**src/rtl/rd_data_ctrl_if.sv**
```systemverilog
//------------------------------------------------------------------------------
// Module     : rd_data_ctrl_if
// Description: Bus bundle for the DDR2 read-data controller: job request and
//              status, MIG app_af command port, MIG read-data return, and the
//              downstream user read FIFO write port.
// Revision   : 1.0 - initial release
//------------------------------------------------------------------------------
`timescale 1ns/1ps
`default_nettype none

interface rd_data_ctrl_if #(
   parameter int DATA_WIDTH = 64
);
   // job control
   logic                  rd_req;
   logic [30:0]           rd_start_addr;
   logic [15:0]           rd_burst_num;
   logic                  rd_busy;
   logic                  rd_done;
   logic                  rd_err;
   // MIG command port
   logic                  app_af_afull;
   logic                  app_af_wren;
   logic [30:0]           app_af_addr;
   logic [2:0]            app_af_cmd;
   // MIG read data
   logic                  rd_data_valid;
   logic [DATA_WIDTH-1:0] rd_data_fifo_out;
   // downstream FIFO
   logic                  rd_fifo_prog_full;
   logic                  rd_fifo_wr;
   logic [DATA_WIDTH-1:0] rd_fifo_din;

   // controller side
   modport master (
      input  rd_req, rd_start_addr, rd_burst_num,
      input  app_af_afull, rd_data_valid, rd_data_fifo_out, rd_fifo_prog_full,
      output rd_busy, rd_done, rd_err,
      output app_af_wren, app_af_addr, app_af_cmd,
      output rd_fifo_wr, rd_fifo_din
   );

   // job source / MIG / FIFO side
   modport slave (
      output rd_req, rd_start_addr, rd_burst_num,
      output app_af_afull, rd_data_valid, rd_data_fifo_out, rd_fifo_prog_full,
      input  rd_busy, rd_done, rd_err,
      input  app_af_wren, app_af_addr, app_af_cmd,
      input  rd_fifo_wr, rd_fifo_din
   );
endinterface

`default_nettype wire

```
**src/rtl/rd_data_ctrl.sv**
```systemverilog
//------------------------------------------------------------------------------
// Module     : rd_data_ctrl
// Description: DDR2 read path controller. Accepts a read job, issues MIG read
//              commands credit-limited against downstream FIFO space, and
//              forwards returned read beats into the user read FIFO.
//              Optional feature macro: RD_DATA_CHECK_EN (incrementing-pattern
//              data checker driving rd_err).
// Revision   : 1.0 - initial release
//------------------------------------------------------------------------------
`timescale 1ns/1ps
`default_nettype none

module rd_data_ctrl #(
   parameter int          DATA_WIDTH      = 64,
   parameter int          BURST_BEATS     = 2,
   parameter int          ADDR_INC        = 4,
   parameter int          MAX_OUTSTANDING = 8,
   parameter logic [30:0] ADDR_MAX        = 31'h7FFFFFFC
) (
   input  wire logic      sys_clk,
   input  wire logic      reset,          // asynchronous, active low
   input  wire logic      phy_init_done,
   rd_data_ctrl_if.master bus
);

   localparam int          BEAT_W      = (BURST_BEATS > 1) ? $clog2(BURST_BEATS) : 1;
   localparam logic [BEAT_W-1:0] c_last_beat = BEAT_W'(BURST_BEATS - 1);
   localparam logic [7:0]  c_max_out   = 8'(MAX_OUTSTANDING);
   localparam logic [30:0] c_addr_inc  = 31'(ADDR_INC);
   localparam logic [2:0]  c_cmd_read  = 3'b001;

   typedef enum logic [1:0] {
      ST_IDLE  = 2'd0,
      ST_ISSUE = 2'd1,
      ST_DRAIN = 2'd2
   } state_t;

   state_t                state_q, state_d;
   logic [30:0]           addr_q, addr_d;          // next command address
   logic [15:0]           cmds_left_q, cmds_left_d;
   logic [7:0]            outst_q, outst_d;        // commands with data still pending
   logic [BEAT_W-1:0]     beat_q, beat_d;          // beat index within current burst
   logic                  busy_q, busy_d;
   logic                  done_q, done_d;
   logic                  err_q, err_d;
   logic                  wren_q, wren_d;
   logic [30:0]           af_addr_q, af_addr_d;
   logic [2:0]            cmd_q, cmd_d;
   logic                  fifo_wr_q, fifo_wr_d;
   logic [DATA_WIDTH-1:0] fifo_din_q, fifo_din_d;

   logic w_job_accept;
   logic w_issue;
   logic w_beat_ok;
   logic w_spurious;
   logic w_burst_end;
   logic w_chk_mismatch;

   assign w_job_accept = (state_q == ST_IDLE) && bus.rd_req && phy_init_done;

   // A command goes out only when the MIG can take it and the FIFO is
   // guaranteed to absorb its data, since read data cannot be back-pressured.
   assign w_issue = (state_q == ST_ISSUE) && phy_init_done && !bus.app_af_afull &&
                    !bus.rd_fifo_prog_full && (outst_q < c_max_out) &&
                    (cmds_left_q != 16'd0);

   // Beats are only owned when a command is outstanding; anything else is stray.
   assign w_beat_ok   = bus.rd_data_valid && (outst_q != 8'd0) && busy_q;
   assign w_spurious  = bus.rd_data_valid && (outst_q == 8'd0);
   assign w_burst_end = w_beat_ok && (beat_q == c_last_beat);

`ifdef RD_DATA_CHECK_EN
   logic [31:0] chk_cnt_q, chk_cnt_d;

   assign w_chk_mismatch = w_beat_ok &&
                           (bus.rd_data_fifo_out != {(DATA_WIDTH/32){chk_cnt_q}});

   // Expected-pattern counter restarts with each accepted job
   always_comb begin
      chk_cnt_d = chk_cnt_q;
      if (w_job_accept)
         chk_cnt_d = 32'd0;
      else if (w_beat_ok)
         chk_cnt_d = chk_cnt_q + 32'd1;
   end

   // Pattern counter register
   always_ff @(posedge sys_clk or negedge reset) begin
      if (!reset)
         chk_cnt_q <= 32'd0;
      else
         chk_cnt_q <= chk_cnt_d;
   end
`else
   assign w_chk_mismatch = 1'b0;
`endif

   // Next-state computation for job FSM, counters and registered outputs
   always_comb begin
      state_d     = state_q;
      addr_d      = addr_q;
      cmds_left_d = cmds_left_q;
      outst_d     = outst_q;
      beat_d      = beat_q;
      busy_d      = busy_q;
      done_d      = 1'b0;
      err_d       = err_q;
      wren_d      = w_issue;
      af_addr_d   = af_addr_q;
      cmd_d       = w_issue ? c_cmd_read : 3'b000;
      fifo_wr_d   = w_beat_ok;
      fifo_din_d  = fifo_din_q;

      unique case (state_q)
         ST_IDLE: begin
            if (w_job_accept) begin
               if (bus.rd_burst_num != 16'd0) begin
                  state_d     = ST_ISSUE;
                  addr_d      = bus.rd_start_addr;
                  cmds_left_d = bus.rd_burst_num;
                  busy_d      = 1'b1;
               end else begin
                  done_d      = 1'b1;
               end
            end
         end
         ST_ISSUE: begin
            if (w_issue && (cmds_left_q == 16'd1))
               state_d = ST_DRAIN;
         end
         ST_DRAIN: begin
            // outst reaches 0 only on a burst's final beat, which is being
            // written to the FIFO in this cycle.
            if (outst_q == 8'd0) begin
               state_d = ST_IDLE;
               busy_d  = 1'b0;
               done_d  = 1'b1;
            end
         end
         default: begin
            state_d = ST_IDLE;
            busy_d  = 1'b0;
         end
      endcase

      if (w_issue) begin
         af_addr_d   = addr_q;
         addr_d      = (addr_q == ADDR_MAX) ? 31'd0 : addr_q + c_addr_inc;
         cmds_left_d = cmds_left_q - 16'd1;
      end

      if (w_beat_ok) begin
         fifo_din_d = bus.rd_data_fifo_out;
         beat_d     = w_burst_end ? '0 : beat_q + 1'b1;
      end

      // issue and burst completion in the same cycle cancel out
      if (w_issue && !w_burst_end)
         outst_d = outst_q + 8'd1;
      else if (!w_issue && w_burst_end)
         outst_d = outst_q - 8'd1;

      if (w_job_accept)
         err_d = 1'b0;
      if (w_spurious || w_chk_mismatch)
         err_d = 1'b1;
   end

   // State, counter and output registers
   always_ff @(posedge sys_clk or negedge reset) begin
      if (!reset) begin
         state_q     <= ST_IDLE;
         addr_q      <= '0;
         cmds_left_q <= '0;
         outst_q     <= '0;
         beat_q      <= '0;
         busy_q      <= 1'b0;
         done_q      <= 1'b0;
         err_q       <= 1'b0;
         wren_q      <= 1'b0;
         af_addr_q   <= '0;
         cmd_q       <= '0;
         fifo_wr_q   <= 1'b0;
         fifo_din_q  <= '0;
      end else begin
         state_q     <= state_d;
         addr_q      <= addr_d;
         cmds_left_q <= cmds_left_d;
         outst_q     <= outst_d;
         beat_q      <= beat_d;
         busy_q      <= busy_d;
         done_q      <= done_d;
         err_q       <= err_d;
         wren_q      <= wren_d;
         af_addr_q   <= af_addr_d;
         cmd_q       <= cmd_d;
         fifo_wr_q   <= fifo_wr_d;
         fifo_din_q  <= fifo_din_d;
      end
   end

   assign bus.rd_busy     = busy_q;
   assign bus.rd_done     = done_q;
   assign bus.rd_err      = err_q;
   assign bus.app_af_wren = wren_q;
   assign bus.app_af_addr = af_addr_q;
   assign bus.app_af_cmd  = cmd_q;
   assign bus.rd_fifo_wr  = fifo_wr_q;
   assign bus.rd_fifo_din = fifo_din_q;

endmodule

`default_nettype wire

```
**src/flat_wrapper.sv**
```systemverilog
// flat-port wrapper written by rule: the top's interface ports become plain ports
module rd_data_ctrl_flat 
#(
   parameter int          DATA_WIDTH      = 64,
   parameter int          BURST_BEATS     = 2,
   parameter int          ADDR_INC        = 4,
   parameter int          MAX_OUTSTANDING = 8,
   parameter logic [30:0] ADDR_MAX        = 31'h7FFFFFFC
)
  (sys_clk, reset, phy_init_done, bus_rd_req, bus_rd_start_addr, bus_rd_burst_num, bus_app_af_afull, bus_rd_data_valid, bus_rd_data_fifo_out, bus_rd_fifo_prog_full, bus_rd_busy, bus_rd_done, bus_rd_err, bus_app_af_wren, bus_app_af_addr, bus_app_af_cmd, bus_rd_fifo_wr, bus_rd_fifo_din);
  rd_data_ctrl_if #(.DATA_WIDTH(DATA_WIDTH)) bus_i ();
  input  wire logic sys_clk;
  input  wire logic reset;
  input  wire logic phy_init_done;
  input wire logic [$bits(bus_i.rd_req)-1:0] bus_rd_req;
  input wire logic [$bits(bus_i.rd_start_addr)-1:0] bus_rd_start_addr;
  input wire logic [$bits(bus_i.rd_burst_num)-1:0] bus_rd_burst_num;
  input wire logic [$bits(bus_i.app_af_afull)-1:0] bus_app_af_afull;
  input wire logic [$bits(bus_i.rd_data_valid)-1:0] bus_rd_data_valid;
  input wire logic [$bits(bus_i.rd_data_fifo_out)-1:0] bus_rd_data_fifo_out;
  input wire logic [$bits(bus_i.rd_fifo_prog_full)-1:0] bus_rd_fifo_prog_full;
  output wire logic [$bits(bus_i.rd_busy)-1:0] bus_rd_busy;
  output wire logic [$bits(bus_i.rd_done)-1:0] bus_rd_done;
  output wire logic [$bits(bus_i.rd_err)-1:0] bus_rd_err;
  output wire logic [$bits(bus_i.app_af_wren)-1:0] bus_app_af_wren;
  output wire logic [$bits(bus_i.app_af_addr)-1:0] bus_app_af_addr;
  output wire logic [$bits(bus_i.app_af_cmd)-1:0] bus_app_af_cmd;
  output wire logic [$bits(bus_i.rd_fifo_wr)-1:0] bus_rd_fifo_wr;
  output wire logic [$bits(bus_i.rd_fifo_din)-1:0] bus_rd_fifo_din;
  assign bus_i.rd_req = bus_rd_req;
  assign bus_i.rd_start_addr = bus_rd_start_addr;
  assign bus_i.rd_burst_num = bus_rd_burst_num;
  assign bus_i.app_af_afull = bus_app_af_afull;
  assign bus_i.rd_data_valid = bus_rd_data_valid;
  assign bus_i.rd_data_fifo_out = bus_rd_data_fifo_out;
  assign bus_i.rd_fifo_prog_full = bus_rd_fifo_prog_full;
  assign bus_rd_busy = bus_i.rd_busy;
  assign bus_rd_done = bus_i.rd_done;
  assign bus_rd_err = bus_i.rd_err;
  assign bus_app_af_wren = bus_i.app_af_wren;
  assign bus_app_af_addr = bus_i.app_af_addr;
  assign bus_app_af_cmd = bus_i.app_af_cmd;
  assign bus_rd_fifo_wr = bus_i.rd_fifo_wr;
  assign bus_rd_fifo_din = bus_i.rd_fifo_din;
  rd_data_ctrl #(.DATA_WIDTH(DATA_WIDTH), .BURST_BEATS(BURST_BEATS), .ADDR_INC(ADDR_INC), .MAX_OUTSTANDING(MAX_OUTSTANDING), .ADDR_MAX(ADDR_MAX)) u_core (.sys_clk(sys_clk), .reset(reset), .phy_init_done(phy_init_done), .bus(bus_i));
endmodule
```
**config.mk**
```make
export PLATFORM = sky130hd
export DESIGN_NAME = rd_data_ctrl_flat
export DESIGN_NICKNAME = d
export VERILOG_FILES = /design/src/rtl/rd_data_ctrl_if.sv /design/src/rtl/rd_data_ctrl.sv /design/src/flat_wrapper.sv
export SDC_FILE = /design/constraint.sdc
export NUM_CORES = 1
export LEC_CHECK = 0
export CORE_UTILIZATION = 43
export CTS_CLUSTER_DIAMETER = 150
export DETAILED_ROUTE_END_ITERATION = 6
export PLACE_DENSITY = 0.88
export SETUP_SLACK_MARGIN = 0.05
export SYNTH_ARGS = -nofsm -noshare
export SYNTH_HDL_FRONTEND = slang
export SYNTH_SLANG_ARGS = --single-unit
```
**constraint.sdc**
```tcl
create_clock -name sys_clk -period 3.9 [get_ports sys_clk]
set_clock_uncertainty 0.1 [all_clocks]
set_input_delay 0.975 -clock sys_clk [delete_from_list [all_inputs] [get_ports sys_clk]]
set_output_delay 0.975 -clock sys_clk [all_outputs]
set_load 0.005 [all_outputs]
```
Word level (Yosys, flattened, before mapping)
Cells that the tools add are included.
{"block": "word_totals", "register_bits": 161, "inputBits": 118, "output_inout_bits": 103}
{"block": "op_classes", "add_sub_neg": 5, "magnitude_cmp": 1, "n_eq_ne": 8, "n_mux": 28, "n_bitwise": 1, "reduce_logical": 31}
{"op": "31-bit 2-to-1 mux", "n": 5}
{"op": "16-bit 2-to-1 mux", "n": 4}
{"op": "16-bit nonzero test", "n": 2}
{"op": "31-bit by 3-bit adder with 31-bit output (second input constant)", "n": 1}
{"op": "31-bit equality test (second input constant)", "n": 1}
{"op": "16-bit by 1-bit equality test with 1-bit output (second input constant)", "n": 1}
{"op": "8-bit 2-to-1 mux", "n": 2}
{"op": "16-bit by 1-bit subtractor with 16-bit output (second input constant)", "n": 1}
{"op": "1-bit logical AND", "n": 14}
{"op": "1-bit 2-to-1 mux", "n": 10}
{"op": "2-bit nonzero test", "n": 5}
{"op": "8-bit by 1-bit adder with 8-bit output (second input constant)", "n": 1}
{"op": "8-bit logical NOT", "n": 1}
{"op": "8-bit by 4-bit less-than comparator with 1-bit output (second input constant)", "n": 1}
{"op": "2-bit 2-to-1 mux", "n": 4}
{"op": "4-bit AND reduction", "n": 2}
{"op": "8-bit nonzero test", "n": 1}
{"op": "8-bit by 1-bit subtractor with 8-bit output (second input constant)", "n": 1}
{"op": "2-bit one-hot mux with 3 select lines", "n": 1}
{"op": "1-bit logical NOT", "n": 4}
{"op": "2-bit by 1-bit inequality test with 1-bit output (second input constant)", "n": 2}
{"op": "2-bit inequality test (second input constant)", "n": 2}
{"op": "1-bit one-hot mux with 3 select lines", "n": 1}
{"op": "3-bit AND reduction", "n": 1}
{"op": "other kinds (6)", "n": 6}

Longest topological paths before layout
{"block": "depth", "ltp_word": 10, "mapped_depth": 17, "mapped_depth_nobuf": 15}

Worst setup path before layout
Ideal clock, no wire load.
{"block": "synth_timing", "path_kind": "input -> register", "startpoint": "input phy_init_done", "endpoint": "register u_core.outst_q[7]", "setup_ns": 0.123, "arrival_time_ns": 4.092, "required_ns": 3.677, "path_slack_ns": -0.414, "path_stages": 15, "n_path_buf": 2, "cell_sequence": "nor4bb_1 and4b_1 o21ai_4 inv_2 clkbuf_1 buf_1 ha_1 inv_1 ha_1 a21oi_1 o21ai_0 a2111oi_0 o31a_1 o21bai_1 xnor2_1"}
{"block": "synth_between", "elab_chain_len": 8, "elab_cells_between_ends": 10}
{"element": "start, declared", "line_no": "flat_wrapper.sv:14", "text": "input wire logic phy_init_done;"}
{"element": "1-bit logical AND (*) (3 in a row)", "line_no": "rd_data_ctrl.sv:63", "text": "assign w_issue = (state_q == ST_ISSUE) && phy_init_done && !bus.app_af_afull &&"}
{"element": "1-bit logical AND (*) (2 in a row)", "line_no": "rd_data_ctrl.sv:64", "text": "!bus.rd_fifo_prog_full && (outst_q < c_max_out) &&"}
{"element": "net u_core.w_issue", "line_no": "rd_data_ctrl.sv:53", "text": "logic w_issue;"}
{"element": "1-bit logical NOT", "line_no": "rd_data_ctrl.sv:160", "text": "else if (!w_issue && w_burst_end)"}
{"element": "1-bit logical AND", "line_no": "rd_data_ctrl.sv:160"}
{"element": "2-bit nonzero test (no source line)"}
{"element": "end signal, assigned", "line_no": "rd_data_ctrl.sv:189", "text": "outst_q <= outst_d;"}
{"element": "end, declared", "line_no": "rd_data_ctrl.sv:41", "text": "logic [7:0] outst_q, outst_d;"}
Mark *: on every way through the listed nets, which the timed path passes. The rest lies on a longest branch.
A chain may end at the register's enable or synchronous reset.

Worst setup path after layout
{"block": "layout_timing", "startpoint": "input phy_init_done", "endpoint": "register u_core.outst_q[7]"}
{"block": "layout_between", "elab_chain_len": 8, "elab_cells_between_ends": 10}
{"element": "1-bit logical AND (*) (3 in a row)", "line_no": "rd_data_ctrl.sv:63"}
{"element": "1-bit logical AND (*) (2 in a row)", "line_no": "rd_data_ctrl.sv:64"}
{"element": "1-bit logical NOT", "line_no": "rd_data_ctrl.sv:160"}
{"element": "1-bit logical AND", "line_no": "rd_data_ctrl.sv:160"}
{"element": "2-bit nonzero test (no source line)"}
Mark *: on every way between the ends. The rest lies on a longest branch, timed or not.

==> reports/metrics.yaml <==
final_area_sq_um: 10300
max-vdd-ir-drop_uv: 340
final_cell_mix: "clkdlybuf4s50_1 (217), dfrtp_1 (158), nand2_1 (146)"
synth-seq-cells: 158
post-place-ws_ns: -0.164
cts_tree: "done"
drc: 0
status: "finished, final reports clean"
dpl-instance-area_sq_um: 9740
yosys_warnings: 0
grt_usage: 0.231
finalSetupViolations: 0
critPathArrivalTime_ns: 3.88
holdBufCountCts: 0
cts.clk_slew.worst_paths_ns: 0.06
hpwl_microns: 14300
leakagePower_nw: 4.39
syn_area_sq_um: 7270
synth_area_leaders: "dfrtp_1 (54%), mux2_2 (9.9%), nand2_1 (7.5%), a221o_1 (2.8%), o21ai_0 (2.0%)"
p_total_w: 0.00663
num_antenna_cells: 0
nets: 1026
cts_num_sinks: 158
wl_microns: 19800
worst_slew_pin_slew_ns: 0.848
avgSynthCellArea_sq_um: 10.8
clockRootBuffer: "clkbuf_16"
port_buffers: 218
slew_headroom: 0.434
fp.dieH_microns: 132
ys_seq_area_frac: 0.544
hp-class: "register to register"
cts_buffers: 17
yosysTopAreaCell: "dfrtp_1"
fp-row-count: 47
synthCells: 672
pin_count: 221
initialDrtViolationCount: 242
vias: 6103
area_growth_pct: 41.9
chipWidth_microns: 132
max_freq_mhz: 275
synth_ff_type: "dfrtp_1"
clockBufferDepth: 2
initial_core_util: 0.440
fin_crit_sh: 0.933
antenna_found_initial: 0
grt_max_degree: 69
path_class: "primary input to register"
crit_chain: "clkdlybuf4s50_1 -> nor4bb_1 -> and4b_2 -> o21ai_4 -> inv_2 -> ha_1 -> inv_2 -> buf_4 -> ha_1 -> a21oi_1 -> o21ai_0 -> a2111oi_1 -> nor4_1 -> o21bai_1 -> xnor2_1"
core-area_sq_um: 16500
yosysTopAreaCellShare: 0.544
drive_gt1_frac: 0.144
hold_viol: 0
crit_required_ns: 4.14
place.gp.congestion: 0.861
cpPeakStageDelay_ns: 0.47
final_common_cell: "clkdlybuf4s50_1"
clkLatencyLatePin_ns: 0.42
grt_overflow: 0
avgRoutedWirePerCell_microns: 17.5
cts_resized: 0
cpLargestDelayFamily: "compound AO/OA/AOI/OAI gates"
cp-start-kind: "primary input"
slowest_stage: "clkdlybuf4s50_1"
first_pass_iters: 5
grt_first_pass_wirelength_microns: 31500
ys_types: 67
layout_setup_ws_ns: 0.261
power_density_nw_per_um2: 642
crit_buf_inv: 4
rsz0062_at_grt: "no"
min_period_ns: 3.64
synth_enable_flop_cells: 0
die_area_sq_um: 17400
cts-htree-levels: 4
critPathMaxFanout: 4
cts_setup_buffers: 0
end_kind: "register"
grt_pass1_vias: 6040
ys_async_sr_fraction: 1.00
slew_viol_final: 0
via_per_inst: 5.41
cap_violations: 0
ant_nets: 0
-- registers in the layout (all words and copies together), names as in the netlist --
name                    flops
u_core.state_q              2
u_core.addr_q              31
u_core.bus.rd_busy          1
u_core.bus.rd_fifo_wr       1
u_core.outst_q              8
u_core.bus.rd_done          1
u_core.bus.app_af_addr     31
u_core.bus.app_af_cmd       1
u_core.bus.rd_fifo_din     64
u_core.bus.rd_err           1
u_core.beat_q               1
u_core.cmds_left_q         16
-- report_power, final --
part | switching, W | leakage, nW | internal (W)
registers | 0.000542 | 1.94 | 0.00225
clock network | 0.000723 | 0.291 | 0.000921
logic | 0.000857 | 2.15 | 0.00133
-- worst reg2reg max path, delay by kind of cell, from the launching register on --
family | cells | cell delay, ns
xor+xnor | 1 | 0.13
simple gates | 3 | 1.10
compound gates | 5 | 1.15
fa+ha+maj | 2 | 0.45
flops | 1 | 0.41
buf+inv | 2 | 0.14
-- logic make-up after synthesis --
kind of cell	synth area share
buf+inv	0.0294
xor+xnor	0.0120
mux	0.103
simple gates	0.174
other cells	0.000516
compound gates	0.116
flops	0.544
fa+ha+maj	0.0217
-- cell type report --
type,instances,area [sq um]
clock inverters,14,145
inverters,7,26.3
flip-flops and latches,158,3950
repair buffers,240,2360
well taps,220,275
clock buffers,18,439
fillers,1315,6200
multi-input cells,472,3120
-- layer usage --
layer  vias to the layer above  part of all wire  track usage  wire (microns)
li1                       2873                 -            -               -
met1                      2969              0.42        0.297            8380
met2                       234              0.49        0.383            9680
met3                        27             0.068       0.0569            1340
met4                         0             0.019       0.0736             373
met5                         -                 0            0               0
-- synthesized netlist by cell type (4+ instances only) --
cell,number
o21ai_0,29
clkbuf_1,21
nor3_1,17
or4_1,5
xor2_1,6
nand3_1,11
a21o_1,10
nand2_1,146
nor3b_1,9
ha_1,11
nor4_1,16
o311ai_0,5
nand4_1,7
a221o_1,20
or3_1,6
and2_1,4
inv_1,6
nor2_1,20
dfrtp_1,158
o211ai_1,4
buf_4,7
mux2_2,64
xnor2_1,4
and3_1,7
a21oi_1,17
-- worst paths after layout --
check,end,start,depth (start not counted),slack [ns]
worst max-delay path,u_core.outst_q[7],phy_init_done,15,0.26
worst min-delay path,u_core.beat_q,u_core.beat_q,1,0.37
worst max register to register,u_core.outst_q[7],u_core.cmds_left_q[5],13,0.32
worst min register to register,u_core.beat_q,u_core.beat_q,1,0.37
max in group asynchronous,u_core.bus.rd_fifo_din[23],reset,2,2.37
min in group asynchronous,u_core.bus.app_af_addr[15],reset,1,0.45
-- metrics by stage --
step	TNS (ns)	util	cells	hold WS, ns
final	0	0.625	1129	0.365
after global routing	0	0.625	1129	0.407
after CTS	0	0.625	1129	0.370
after detailed placement	-0.296	0.589	1097	0.357
after global placement	-0.0373	0.589	1097	0.359
after floorplan	0	-	673	0.341
Note: power is estimated with default switching activity, not from simulation.
